$ cat config.mk
export PLATFORM = sky130hd
export DESIGN_NAME = spi_slave_flat
export DESIGN_NICKNAME = d
export VERILOG_FILES = /design/src/rtl/spi_slave_if.sv /design/src/rtl/spi_slave.sv /design/src/flat_wrapper.sv
export SDC_FILE = /design/constraint.sdc
export NUM_CORES = 1
export LEC_CHECK = 0
export CORE_MARGIN = 3
export CORE_UTILIZATION = 35
export CTS_CLUSTER_SIZE = 30
export DETAILED_ROUTE_END_ITERATION = 8
export PLACE_DENSITY = 0.5
export SLEW_MARGIN = 15
export SYNTH_ARGS = -nofsm -noshare
export SYNTH_HDL_FRONTEND = slang
export SYNTH_SLANG_ARGS = --single-unit
$ cat constraint.sdc
create_clock -name clk -period 2.4 [get_ports clk]
set_clock_uncertainty 0.05 [all_clocks]
set_input_delay 0.24 -clock clk [delete_from_list [all_inputs] [get_ports clk]]
set_output_delay 0.24 -clock clk [all_outputs]
set_load 0.03 [all_outputs]
$ cat src/rtl/spi_slave_if.sv
// spi_slave_if: SPI pins plus local register-file access port of spi_slave.
interface spi_slave_if;
   logic       sclk;
   logic       cs;
   logic       mosi;
   logic       miso;
   logic       enable;
   logic       read_write_;
   logic [2:0] madd;
   logic [7:0] data;
   logic [7:0] out;
   logic       rx_valid;
   logic       busy;
   modport slave (input sclk, cs, mosi, enable, read_write_, madd, data,
                  output miso, out, rx_valid, busy);
   modport master (output sclk, cs, mosi, enable, read_write_, madd, data,
                   input miso, out, rx_valid, busy);
endinterface

$ cat src/rtl/spi_slave.sv
// spi_slave: mode-0 SPI slave over an 8x8 register file with a local read/write port.
module spi_slave (
   input logic        clk,
   input logic        rst,
   spi_slave_if.slave bus
);
   typedef enum logic {IDLE, SHIFT} state_t;
   state_t     state_q, state_d;
   logic [2:0] sclk_q, cs_q;
   logic [1:0] mosi_q;
   logic [2:0] ptr_q, ptr_d, cnt_q, cnt_d;
   logic [7:0] rx_q, rx_d, tx_q, tx_d, out_q, out_d;
   logic       miso_q, miso_d, rxv_q, rxv_d;
   logic [7:0] mem_q [8];
   logic [7:0] mem_d [8];
   logic       sclk_rise, sclk_fall, cs_fall, cs_rise;
   logic [7:0] rx_byte;
   logic [2:0] ptr_nx;
   assign sclk_rise = sclk_q[1] & ~sclk_q[2];
   assign sclk_fall = ~sclk_q[1] & sclk_q[2];
   assign cs_rise   = cs_q[1] & ~cs_q[2];
   assign cs_fall   = ~cs_q[1] & cs_q[2];
   assign rx_byte   = {rx_q[6:0], mosi_q[1]};
   assign ptr_nx    = ptr_q + 3'd1;
   assign bus.miso     = miso_q;
   assign bus.out      = out_q;
   assign bus.rx_valid = rxv_q;
   assign bus.busy     = state_q == SHIFT;
   always_comb begin
      state_d = state_q;
      ptr_d   = ptr_q;
      cnt_d   = cnt_q;
      rx_d    = rx_q;
      tx_d    = tx_q;
      miso_d  = miso_q;
      rxv_d   = 1'b0;
      out_d   = out_q;
      mem_d   = mem_q;
      if (bus.enable && !bus.read_write_) mem_d[bus.madd] = bus.data;
      if (bus.enable && bus.read_write_) out_d = mem_q[bus.madd];
      // SPI byte write comes after the local write so it wins on an address clash
      if (state_q == IDLE) begin
         if (cs_fall) begin
            state_d = SHIFT;
            ptr_d   = 3'd0;
            cnt_d   = 3'd0;
            tx_d    = mem_q[0];
            miso_d  = mem_q[0][7];
         end
      end else if (cs_rise) begin
         state_d = IDLE;
         cnt_d   = 3'd0;
         miso_d  = 1'b0;
      end else if (sclk_rise) begin
         rx_d  = rx_byte;
         cnt_d = cnt_q + 3'd1;
         if (cnt_q == 3'd7) begin
            mem_d[ptr_q] = rx_byte;
            rxv_d        = 1'b1;
            ptr_d        = ptr_nx;
            tx_d         = mem_q[ptr_nx];
            miso_d       = mem_q[ptr_nx][7];
         end
      end else if (sclk_fall && cnt_q != 3'd0) begin
         tx_d   = {tx_q[6:0], 1'b0};
         miso_d = tx_q[6];
      end
   end
   always_ff @(posedge clk or negedge rst) begin
      if (!rst) begin
         state_q <= IDLE;
         sclk_q  <= 3'b000;
         cs_q    <= 3'b111;
         mosi_q  <= 2'b00;
         ptr_q   <= 3'd0;
         cnt_q   <= 3'd0;
         rx_q    <= 8'h00;
         tx_q    <= 8'h00;
         out_q   <= 8'h00;
         miso_q  <= 1'b0;
         rxv_q   <= 1'b0;
         for (int i = 0; i < 8; i++) mem_q[i] <= 8'h00;
      end else begin
         state_q <= state_d;
         sclk_q  <= {sclk_q[1:0], bus.sclk};
         cs_q    <= {cs_q[1:0], bus.cs};
         mosi_q  <= {mosi_q[0], bus.mosi};
         ptr_q   <= ptr_d;
         cnt_q   <= cnt_d;
         rx_q    <= rx_d;
         tx_q    <= tx_d;
         out_q   <= out_d;
         miso_q  <= miso_d;
         rxv_q   <= rxv_d;
         mem_q   <= mem_d;
      end
   end
endmodule

$ cat src/flat_wrapper.sv
// flat-port wrapper written by rule: the top's interface ports become plain ports
module spi_slave_flat 
  (clk, rst, bus_sclk, bus_cs, bus_mosi, bus_enable, bus_read_write_, bus_madd, bus_data, bus_miso, bus_out, bus_rx_valid, bus_busy);
  spi_slave_if bus_i ();
  input logic clk;
  input logic rst;
  input wire logic [$bits(bus_i.sclk)-1:0] bus_sclk;
  input wire logic [$bits(bus_i.cs)-1:0] bus_cs;
  input wire logic [$bits(bus_i.mosi)-1:0] bus_mosi;
  input wire logic [$bits(bus_i.enable)-1:0] bus_enable;
  input wire logic [$bits(bus_i.read_write_)-1:0] bus_read_write_;
  input wire logic [$bits(bus_i.madd)-1:0] bus_madd;
  input wire logic [$bits(bus_i.data)-1:0] bus_data;
  output wire logic [$bits(bus_i.miso)-1:0] bus_miso;
  output wire logic [$bits(bus_i.out)-1:0] bus_out;
  output wire logic [$bits(bus_i.rx_valid)-1:0] bus_rx_valid;
  output wire logic [$bits(bus_i.busy)-1:0] bus_busy;
  assign bus_i.sclk = bus_sclk;
  assign bus_i.cs = bus_cs;
  assign bus_i.mosi = bus_mosi;
  assign bus_i.enable = bus_enable;
  assign bus_i.read_write_ = bus_read_write_;
  assign bus_i.madd = bus_madd;
  assign bus_i.data = bus_data;
  assign bus_miso = bus_i.miso;
  assign bus_out = bus_i.out;
  assign bus_rx_valid = bus_i.rx_valid;
  assign bus_busy = bus_i.busy;
  spi_slave u_core (.clk(clk), .rst(rst), .bus(bus_i));
endmodule
; ---- Yosys cells after proc, flatten, opt, wreduce, memory -nomap -nowiden
; Cells that the tools add are included.
[op_classes]
bitwise_logic = 12
n_mux = 44
reduce_logical = 13
n_eq_ne = 9
order_cmp = 5
addsub = 2
[op_table]
columns = cell, n
row1 = $mux 64, 5
row2 = $bwmux 64, 2
row3 = $bmux 8 s3, 2
row4 = $demux 8 s3, 2
row5 = $mux 8, 6
row6 = $mux 7, 6
row7 = $mux 3, 8
row8 = $mux 1, 13
row9 = $ge 4x4->1 const B, 3
row10 = $not 3->4, 3
row11 = $ne 3x3->1 const B, 3
row12 = $lt 4x1->1 const B, 2
row13 = $ne 4x4->1 const B, 2
row14 = $reduce_and 4->1, 2
row15 = $add 3x1->3 const B, 2
row16 = $ne 2x2->1 const B, 3
row17 = $reduce_and 3->1, 2
row18 = $logic_and 1x1->1, 5
row19 = $not 1->1, 5
row20 = $and 1x1->1, 4
row21 = $eq 3x3->1 const B, 1
row22 = $reduce_bool 3->1, 1
row23 = $reduce_and 2->1, 1
row24 = $reduce_bool 2->1, 1
row25 = $logic_not 1->1, 1
[word_totals]
elab_cells = 104
register_bits = 103
out_inout_bits = 11
in_bits = 18

; ---- Logic depth before layout (Yosys ltp)
; Gate-level depths: netlist of the first run.
[logic_depth]
depth_word = 12
ltp_mapped = 8
depth_no_buf = 7

; ---- Least setup slack after synthesis of the first run
; Ideal clock, no wire load.
[synth_path]
path_kind = reg2reg
from = reg u_core.ptr_q[0]
to = reg u_core.tx_q[6]
period_less_slack_ps = 2155
stages_incl_launch_ff = 6
required_ps = 2224
arrival_ps = 1979
path_slack_ps = 245
cell_sequence = dfrtp_1 > ha_1 > xnor2_1 > mux4_2 > nor2b_1 > o32a_1
[synth_between]
elab_chain_cells = 9
[synth_lines]
columns = element, line
row1 = from (decl), spi_slave.sv:11  ; logic [2:0] ptr_q, ptr_d, cnt_q, cnt_d;
row2 = from (signal assigned), spi_slave.sv:88  ; ptr_q <= ptr_d;
row3 = $add 3x1->3, spi_slave.sv:24  ; assign ptr_nx = ptr_q + 3'd1;
row4 = $not 3->4 (not written as such), spi_slave.sv:61  ; tx_d = mem_q[ptr_nx];
row5 = $bmux 8 s3, spi_slave.sv:61
row6 = $mux 8 (not written as such) (2 in a row), spi_slave.sv:61
row7 = $mux 7, spi_slave.sv:57  ; if (cnt_q == 3'd7) begin
row8 = $mux 7, spi_slave.sv:54  ; end else if (sclk_rise) begin
row9 = $mux 7, spi_slave.sv:50  ; end else if (cs_rise) begin
row10 = $mux 7, spi_slave.sv:42  ; if (state_q == IDLE) begin
row11 = to (signal assigned), spi_slave.sv:91  ; tx_q <= tx_d;
row12 = to (decl), spi_slave.sv:12  ; logic [7:0] rx_q, rx_d, tx_q, tx_d, out_q, out_d;
; Every way passes these cells. The select of a mux whose other input is x is not followed.
; A chain may end at the register's enable or synchronous reset.

; ---- Worst setup path in the final report of the first run
[layout_path]
from = reg u_core.ptr_q[0]
to = reg u_core.tx_q[2]
; Same word-level chain as after synthesis.

==> results of run 1 <==
## power by group through the flow
stage	logic [mW]	registers [mW]	clock network, mW
6_report	1.25	2.54	1.62
5_1_grt	1.36	2.58	1.73
4_1_cts	1.26	2.52	1.67
3_5_place_dp	1.25	2.55	0
3_3_place_gp	1.22	2.54	0
2_1_floorplan	0.924	2.38	0
## metal layers
metal | global-route usage [%] | vias up | wire length [um]
met2 | 29.3 | 107 | 7620
met5 | 0 | - | 0
li1 | - | 1769 | -
met4 | 4.70 | 0 | 247
met3 | 3.31 | 15 | 735
met1 | 27.1 | 2014 | 7980
## final cells by class
cell class	instances	share of cell area, %
multi-input cells	307	45.5
flip-flops and latches	103	36.9
repair buffers	69	8.77
well taps	216	3.87
clock buffers	13	3.72
clock inverters	3	0.931
inverters	5	0.268
## sequential cells by signal, summed over array words and instances (netlist names)
register / cells
u_core.mem_q: 64
u_core.bus.out: 8
u_core.rx_q: 7
u_core.tx_q: 7
u_core.cnt_q: 3
u_core.cs_q: 3
u_core.ptr_q: 3
u_core.sclk_q: 3
u_core.mosi_q: 2
u_core.bus.busy: 1
u_core.bus.miso: 1
u_core.bus.rx_valid: 1
## worst max-delay path by stage
stage / start / slack (ns) / cells after the start / to
after floorplan: u_core.ptr_q[0] / 0.25 / 5 / u_core.tx_q[6]
after global placement: bus_madd[2] / 0.04 / 5 / u_core.mem_q[24]
after detailed placement: bus_madd[2] / -0.0003 / 5 / u_core.mem_q[24]
after CTS: u_core.ptr_q[0] / 0.21 / 7 / u_core.tx_q[2]
after global routing: u_core.ptr_q[1] / 0.15 / 7 / u_core.tx_q[2]
final: u_core.ptr_q[0] / 0.20 / 7 / u_core.tx_q[2]
## kinds of logic after synthesis
kind of cell               synth area share (%)
and+or+nand+nor                            8.57
adders and majority gates                 0.849
buffers and inverters                      2.25
DFF                                        43.8
xor gates and xnor gates                  0.149
AOI/OAI and AO/OA                          4.52
muxes                                      39.9
## through the flow
stage | utilization (%) | setup TNS (ns)
after global routing | 43.2 | 0
after floorplan | - | 0
after global placement | 41.2 | 0
final | 43.2 | 0
after detailed placement | 41.2 | -0.000283
after CTS | 43.2 | 0
## cells in the mapped netlist, drive strengths merged, types with 3 or more instances
cell type | count | area share [%]
a31oi | 7 | 0.74
nor2 | 25 | 1.7
ha | 4 | 0.85
mux4 | 32 | 12
mux2 | 136 | 26
nor3b | 3 | 0.74
o32a | 6 | 1.0
nand2 | 15 | 0.95
inv | 5 | 0.32
buf | 16 | 1.3
a21oi | 12 | 1.0
nor2b | 14 | 1.5
or3 | 3 | 0.32
nand3 | 4 | 0.34
nand2b | 5 | 0.53
clkbuf | 10 | 0.64
o21ai | 4 | 0.34
nand3b | 4 | 0.85
mux2i | 10 | 1.7
dfstp | 3 | 1.3
dfrtp | 100 | 42
## critical path, stage by stage, from the launching register on
cell	delay [ns]
dfrtp_1	0.38
ha_1	0.23
xnor2_1	0.16
buf_4	0.24
buf_4	0.19
mux4_2	0.31
nor2b_1	0.15
o32a_1	0.36
## cells in the final DEF (no fill, tap or decap), types with 3 or more instances in the layout
cell / netlist / layout
a21oi_1: 12 / 12
a31oi_1: 7 / 7
buf_4: 2 / 39
clkbuf_16: 0 / 9
clkdlybuf4s50_1: 0 / 27
dfrtp_1: 100 / 100
dfstp_2: 3 / 3
ha_1: 4 / 4
inv_1: 3 / 3
mux2_1: 72 / 72
mux2_2: 64 / 64
mux2i_1: 10 / 10
mux4_2: 32 / 32
nand2_1: 15 / 15
nand2b_1: 5 / 5
nand3_1: 4 / 4
nor2_1: 22 / 22
nor2_2: 3 / 3
nor2b_1: 14 / 14
o32a_1: 6 / 6
or3_1: 3 / 3
## timing repair
| item | in CTS | in global routing |
|---|---|---|
| setup endpoints to repair | 0 | 0 |
| hold buffers | 1 | 0 |
| hold endpoints to repair | 18 | 0 |
==> out/results.tsv, run 1 <==
stage	metric	value	unit
die	Die Y	136	um
clock_tree	root buffer cell	clkbuf_16	
final_layout	fin nets	517	
worst_hold_path	hold path depth	1	
worst_setup_path	CP required	2.58	ns
synthesis	Top FF cell, synth	dfrtp_1	
detailed_routing	Post-DRT Antenna Nets	0	
clock_tree	CTS buffer count	9	
sta	final setup fails	0	
worst_setup_path	CP startpoint kind	register	
sta	max-slew violations	0	
worst_setup_path	worst path arrival time	2.38	ns
sta	Hold WS	0.251	ns
clock_tree	clock sink count	103	
power	VDD IR max	349	uV
power	logic gate share of total power	23.1	%
worst_setup_path	critical path class	register to register	
flow_run	Max-cap violations	0	
synthesis	Syn Nets	463	
die	I/O pins	29	
synthesis	yosys warns	0	
worst_setup_path	RR Startpoint	u_core.ptr_q[0]	
power	pwr dens	773	nW/um^2
synthesis	Mean Syn Cell Area	13.4	um^2
sta	final hold vios	0	
place	pre-CTS WS	-0.000283	ns
sta	RSZ-0062 raised after global routing	no	
clock_tree	CTS tree	done	
sta	Tmin final	2.20	ns
final_layout	layout cells sized above 1	33.4	%
place	Post-DP Area	6660	um^2
clock_tree	htree depth	3	
sta	setup ws final	0.201	ns
final_layout	Reg area	2580	um^2
detailed_routing	DR WL/cell	23.2	um
global_routing	vias in the first global route	4000	
final_layout	ANT cells	0	
final_layout	Final Cell Area	6990	um^2
place	gpl congestion	0.813	
synthesis	library cells used by synthesis	47	
detailed_routing	1st-iter DRT viols	255	
power	Reg power frac	46.9	%
clock_tree	worst-case clock buffer depth	2	
worst_setup_path	Critical Path End Type	register	
worst_hold_path	hold crit path type	input port to register	
worst_setup_path	critical-path maximum fanout	10	
global_routing	Global Route Usage Sum	18.7	%
die	core area	16200	um^2
power	sw power	1.57	mW
synthesis	#FFs+latches synth	103	
clock_tree	clock-pin transition on the worst setup and hold timing paths	0.07	ns
sta	max_slew headroom	60.1	%
power	Clk pwr share	30.0	%
clock_tree	Skew-Pair Late Insertion Delay	0.35	ns
final_layout	non-filler cells, final	716	
global_routing	largest net degree at the start of global routing	42	
global_routing	total gr overflow	0	
synthesis	Synth async-reset ratio	100	%
die	Die Width	136	um
synthesis	Post-Synthesis Cells	441	
worst_setup_path	R2R Path End	u_core.tx_q[2]	
detailed_routing	drt via density	5.45	
sta	Worst Max-Slew Pin Slew	0.594	ns
worst_setup_path	r2r worst-path depth	7	
die	Die ar.	18400	um^2
place	Placed Cells	699	
clock_tree	# resized after CTS	0	
detailed_routing	via count	3905	
worst_hold_path	Hold Crit Endpoint	u_core.cs_q[0]	
detailed_routing	Initial DRT Pass Iterations	4	
power	sw frac	29.1	%
power	Power Total	5.40	mW
power	Internal Pwr Total	3.83	mW
die	Initial Util	36.5	%
synthesis	Post-Synthesis Cell Area	5900	um^2
clock_tree	Post-CTS Setup Inserts	0	
synthesis	Post-synth EDFFs	0	
final_layout	area of the multi-input gates	3180	um^2
die	FP Rows	46	
sta	fmax	0.455	GHz
outcome	outcome	finished clean	
final_layout	area added between synthesis and finish	18.6	%
global_routing	first-pass GRT wire length	25200	um
final_layout	fillers	1444	
global_routing	initial antenna violation count	0	
sta	Final Cycle Share	91.6	%
place	I/O Buffers	28	
power	P_leak	2.90	nW
worst_setup_path	r2r setup slk	0.20	ns
worst_hold_path	Hold Startpoint	bus_cs	
synthesis	sequential area share after synthesis	43.8	%
detailed_routing	Total Wirelength	16600	um
place	final HPWL from detailed placement	11900	um
detailed_routing	drc violations	0	
(Power assumes the default switching activity.)
==> run 2: changes to the inputs <==
--- a/config.mk
+++ b/config.mk
@@ -7,6 +7,7 @@
 export LEC_CHECK = 0
 export CORE_MARGIN = 3
 export CORE_UTILIZATION = 35
+export CTS_CLUSTER_DIAMETER = 120
 export CTS_CLUSTER_SIZE = 30
 export DETAILED_ROUTE_END_ITERATION = 8
 export PLACE_DENSITY = 0.5
==> results of run 2 <==
Same layout as run 1: the final DEF is identical, and so are final timing and power.
==> run 3: changes to the inputs <==
--- a/config.mk
+++ b/config.mk
@@ -5,12 +5,14 @@
 export SDC_FILE = /design/constraint.sdc
 export NUM_CORES = 1
 export LEC_CHECK = 0
+export CORE_ASPECT_RATIO = 0.6
 export CORE_MARGIN = 3
 export CORE_UTILIZATION = 35
 export CTS_CLUSTER_DIAMETER = 120
 export CTS_CLUSTER_SIZE = 30
 export DETAILED_ROUTE_END_ITERATION = 8
-export PLACE_DENSITY = 0.5
+export PLACE_DENSITY = 0.52
+export RECOVER_POWER = 25
 export SLEW_MARGIN = 15
 export SYNTH_ARGS = -nofsm -noshare
 export SYNTH_HDL_FRONTEND = slang
==> constraint.sdc (replaced) <==
create_clock -name clk -period 2 [get_ports clk]
set_clock_uncertainty 0.05 [all_clocks]
set_input_delay 0.2 -clock clk [delete_from_list [all_inputs] [get_ports clk]]
set_output_delay 0.2 -clock clk [all_outputs]
set_load 0.03 [all_outputs]
==> run 3 against run 2 <==
Against the previous run: die area increased by 0.28%; sequential share of layout area down 1.7 points; cell count up 4.3%; critical endpoint is now u_core.tx_q[3]; global-route usage increased by 0.38 points; critical path depth did not move; via count is 2.7% higher; non-clock buffer count rose by 19; critical path type unchanged; the flow now finishes with violations (negative setup slack).
==> out/results.tsv, run 3 (synthesis results as in run 1) <==
stage	metric	value	unit	change
final_layout	Reg area	2580	um^2	unchanged
worst_setup_path	CP startpoint kind	register		unchanged
clock_tree	CTS tree	done		unchanged
place	gpl congestion	0.808		was 0.813
flow_run	Max-cap violations	0		unchanged
worst_setup_path	worst path arrival time	2.21	ns	was 2.38 ns
detailed_routing	met3 WL	1390	um	was 735 um
die	FP Rows	36		was 46
detailed_routing	1st-iter DRT viols	286		was 255
global_routing	largest net degree at the start of global routing	46		was 42
clock_tree	htree depth	3		unchanged
outcome	outcome	finished, violations left		was finished clean
sta	max_slew headroom	40.8	%	was 60.1%
power	sw power	2.01	mW	was 1.57 mW
final_layout	fin nets	536		was 517
detailed_routing	Metal-1 WL	8590	um	was 7980 um
die	core area	16400	um^2	was 16200 um^2
sta	Hold WS	0.301	ns	was 0.251 ns
worst_setup_path	Critical Path End Type	register		unchanged
power	Clk pwr share	28.9	%	was 30.0%
sta	fmax	0.494	GHz	was 0.455 GHz
die	Initial Util	36.1	%	was 36.5%
worst_hold_path	hold path depth	0		was 1
clock_tree	clock-pin transition on the worst setup and hold timing paths	0.08	ns	was 0.07 ns
detailed_routing	Initial DRT Pass Iterations	4		unchanged
global_routing	Global Route Usage Sum	19.1	%	was 18.7%
final_layout	Reg with most FFs	u_core.mem_q		unchanged
sta	Final Cycle Share	101	%	was 91.6%
detailed_routing	Total Wirelength	17100	um	was 16600 um
clock_tree	root buffer cell	clkbuf_16		unchanged
power	sw frac	30.9	%	was 29.1%
die	Die Width	174	um	was 136 um
sta	RSZ-0062 raised after global routing	yes		was no
final_layout	commonest non-fill, non-tap cell in the layout	dfrtp_1		unchanged
sta	final setup fails	4		was 0
worst_setup_path	r2r setup slk	-0.02	ns	was 0.20 ns
sta	max-slew violations	0		unchanged
power	Reg power frac	47.0	%	was 46.9%
sta	setup ws final	-0.0247	ns	was 0.201 ns
die	Die ar.	18500	um^2	was 18400 um^2
final_layout	commonest cells after routing, fill and taps aside	dfrtp_1, mux2_1, mux2_2		unchanged
die	Die Y	107	um	was 136 um
sta	final hold vios	0		unchanged
clock_tree	clock sink count	103		unchanged
outcome	failing checks	negative setup slack		
clock_tree	Skew-Pair Late Insertion Delay	0.35	ns	about the same
detailed_routing	via count	4009		was 3905
final_layout	Final Util	44.8	%	was 43.2%
power	Internal Pwr Total	4.48	mW	was 3.83 mW
clock_tree	worst-case clock buffer depth	2		unchanged
final_layout	layout cells sized above 1	37.8	%	was 33.4%
global_routing	initial antenna violation count	0		unchanged
power	VDD IR max	460	uV	was 349 uV
worst_setup_path	RR Startpoint	u_core.ptr_q[0]		unchanged
worst_setup_path	critical path class	register to register		unchanged
place	Post-DP Area	6910	um^2	was 6660 um^2
place	final HPWL from detailed placement	12200	um	was 11900 um
die	I/O pins	29		unchanged
detailed_routing	DR WL/cell	22.9	um	was 23.2 um
global_routing	total gr overflow	0		unchanged
sta	Tmin final	2.02	ns	was 2.20 ns
final_layout	area added between synthesis and finish	24.3	%	was 18.6%
final_layout	Final Cell Area	7330	um^2	was 6990 um^2
worst_hold_path	Hold Startpoint	u_core.mosi_q[0]		was bus_cs
detailed_routing	top sig layer	met4		unchanged
detailed_routing	Post-DRT Antenna Nets	0		unchanged
global_routing	first-pass GRT wire length	26400	um	was 25200 um
detailed_routing	drt via density	5.37		was 5.45
power	pwr dens	885	nW/um^2	was 773 nW/um^2
detailed_routing	met2 WL	7010	um	was 7620 um
final_layout	max reg flops	64		unchanged
place	I/O Buffers	28		unchanged
power	P_leak	3.03	nW	was 2.90 nW
final_layout	area of the multi-input gates	3250	um^2	was 3180 um^2
global_routing	vias in the first global route	4161		was 4000
worst_setup_path	CP required	2.18	ns	was 2.58 ns
sta	Worst Max-Slew Pin Slew	0.888	ns	was 0.594 ns
worst_setup_path	R2R Path End	u_core.tx_q[3]		was u_core.tx_q[2]
worst_setup_path	critical-path maximum fanout	9		was 10
worst_hold_path	hold crit path type	register to register		was input port to register
final_layout	ANT cells	0		unchanged
worst_setup_path	r2r worst-path depth	7		unchanged
worst_hold_path	Hold Crit Endpoint	u_core.mosi_q[1]		was u_core.cs_q[0]
final_layout	fillers	1501		was 1444
clock_tree	CTS buffer count	9		unchanged
detailed_routing	drc violations	0		unchanged
power	logic gate share of total power	24.1	%	was 23.1%
==> run 3: cell types whose count changed in the layout (fill, tap and decap cells not counted), moves of 3 or more <==
cell	change
buf_12	+8
buf_6	+8
clkdlybuf4s50_1	-3
dlygate4sd3_1	+3
ha_1	-3
inv_6	+3
==> run 3: routing by layer <==
metal / track usage (%) / vias to the layer above
met4: 3.44 / 0
li1: - / 1813
met3: 3.03 / 6
met5: 0 / -
met2: 26.1 / 113
met1: 31.5 / 2077
==> run 3: critical path: stages (launching register included) <==
cell     delay, ns
dfrtp_1       0.39
ha_2          0.21
xnor2_2       0.17
buf_6         0.15
buf_12        0.13
mux4_2        0.31
nor2b_1       0.15
o32a_1        0.35
==> run 3: cell type report <==
cell class                 count  area share, %
clock buffer                   9           3.07
clock inverter                 7           1.16
inverter                       5          0.256
multi-input combinational    307           44.4
sequential                   103           35.2
tap                          228           3.89
timing repair buffer          88           12.0
==> run 3: worst max-delay path by stage <==
stage / startpoint / cells past startpoint / end / slack [ns]
after floorplan: u_core.ptr_q[0] / 5 / u_core.tx_q[6] / -0.04
after global placement: bus_enable / 6 / u_core.mem_q[35] / -0.21
after detailed placement: bus_enable / 6 / u_core.mem_q[38] / -0.25
after CTS: u_core.ptr_q[0] / 6 / u_core.tx_q[6] / -0.06
after global routing: u_core.ptr_q[1] / 6 / u_core.tx_q[6] / -0.08
final: u_core.ptr_q[0] / 7 / u_core.tx_q[3] / -0.02
==> run 3: timing repair <==
item | in CTS | in global routing
hold buffers | 1 | 0
endpoints found under the setup margin | 7 | 64
setup buffers | 1 | 2
resized for setup | 3 | 17
pin swaps | 0 | 6
hold endpoints to repair | 28 | 0
gates cloned | 0 | 0
==> run 3: metrics by stage <==
| stage | instances | power (mW) | setup TNS [ns] | setup slack [ns] |
|---|---|---|---|---|
| 3_5_place_dp | 727 | 4.63 | -11.74 | -0.248 |
| 6_report | 747 | 6.49 | -0.0577 | -0.0247 |
| 4_1_cts | 745 | 6.53 | -0.0567 | -0.0567 |
| 3_3_place_gp | 727 | 4.58 | -9.88 | -0.215 |
| 2_1_floorplan | 441 | 3.97 | -0.0448 | -0.0448 |
| 5_1_grt | 747 | 6.81 | -0.399 | -0.0820 |
==> run 3: power groups by stage <==
stage | sequential (mW) | clock, mW | combinational, mW
2_1_floorplan | 2.86 | 0 | 1.11
3_3_place_gp | 3.05 | 0 | 1.53
3_5_place_dp | 3.07 | 0 | 1.56
4_1_cts | 3.03 | 1.93 | 1.57
5_1_grt | 3.12 | 1.98 | 1.71
6_report | 3.05 | 1.88 | 1.56
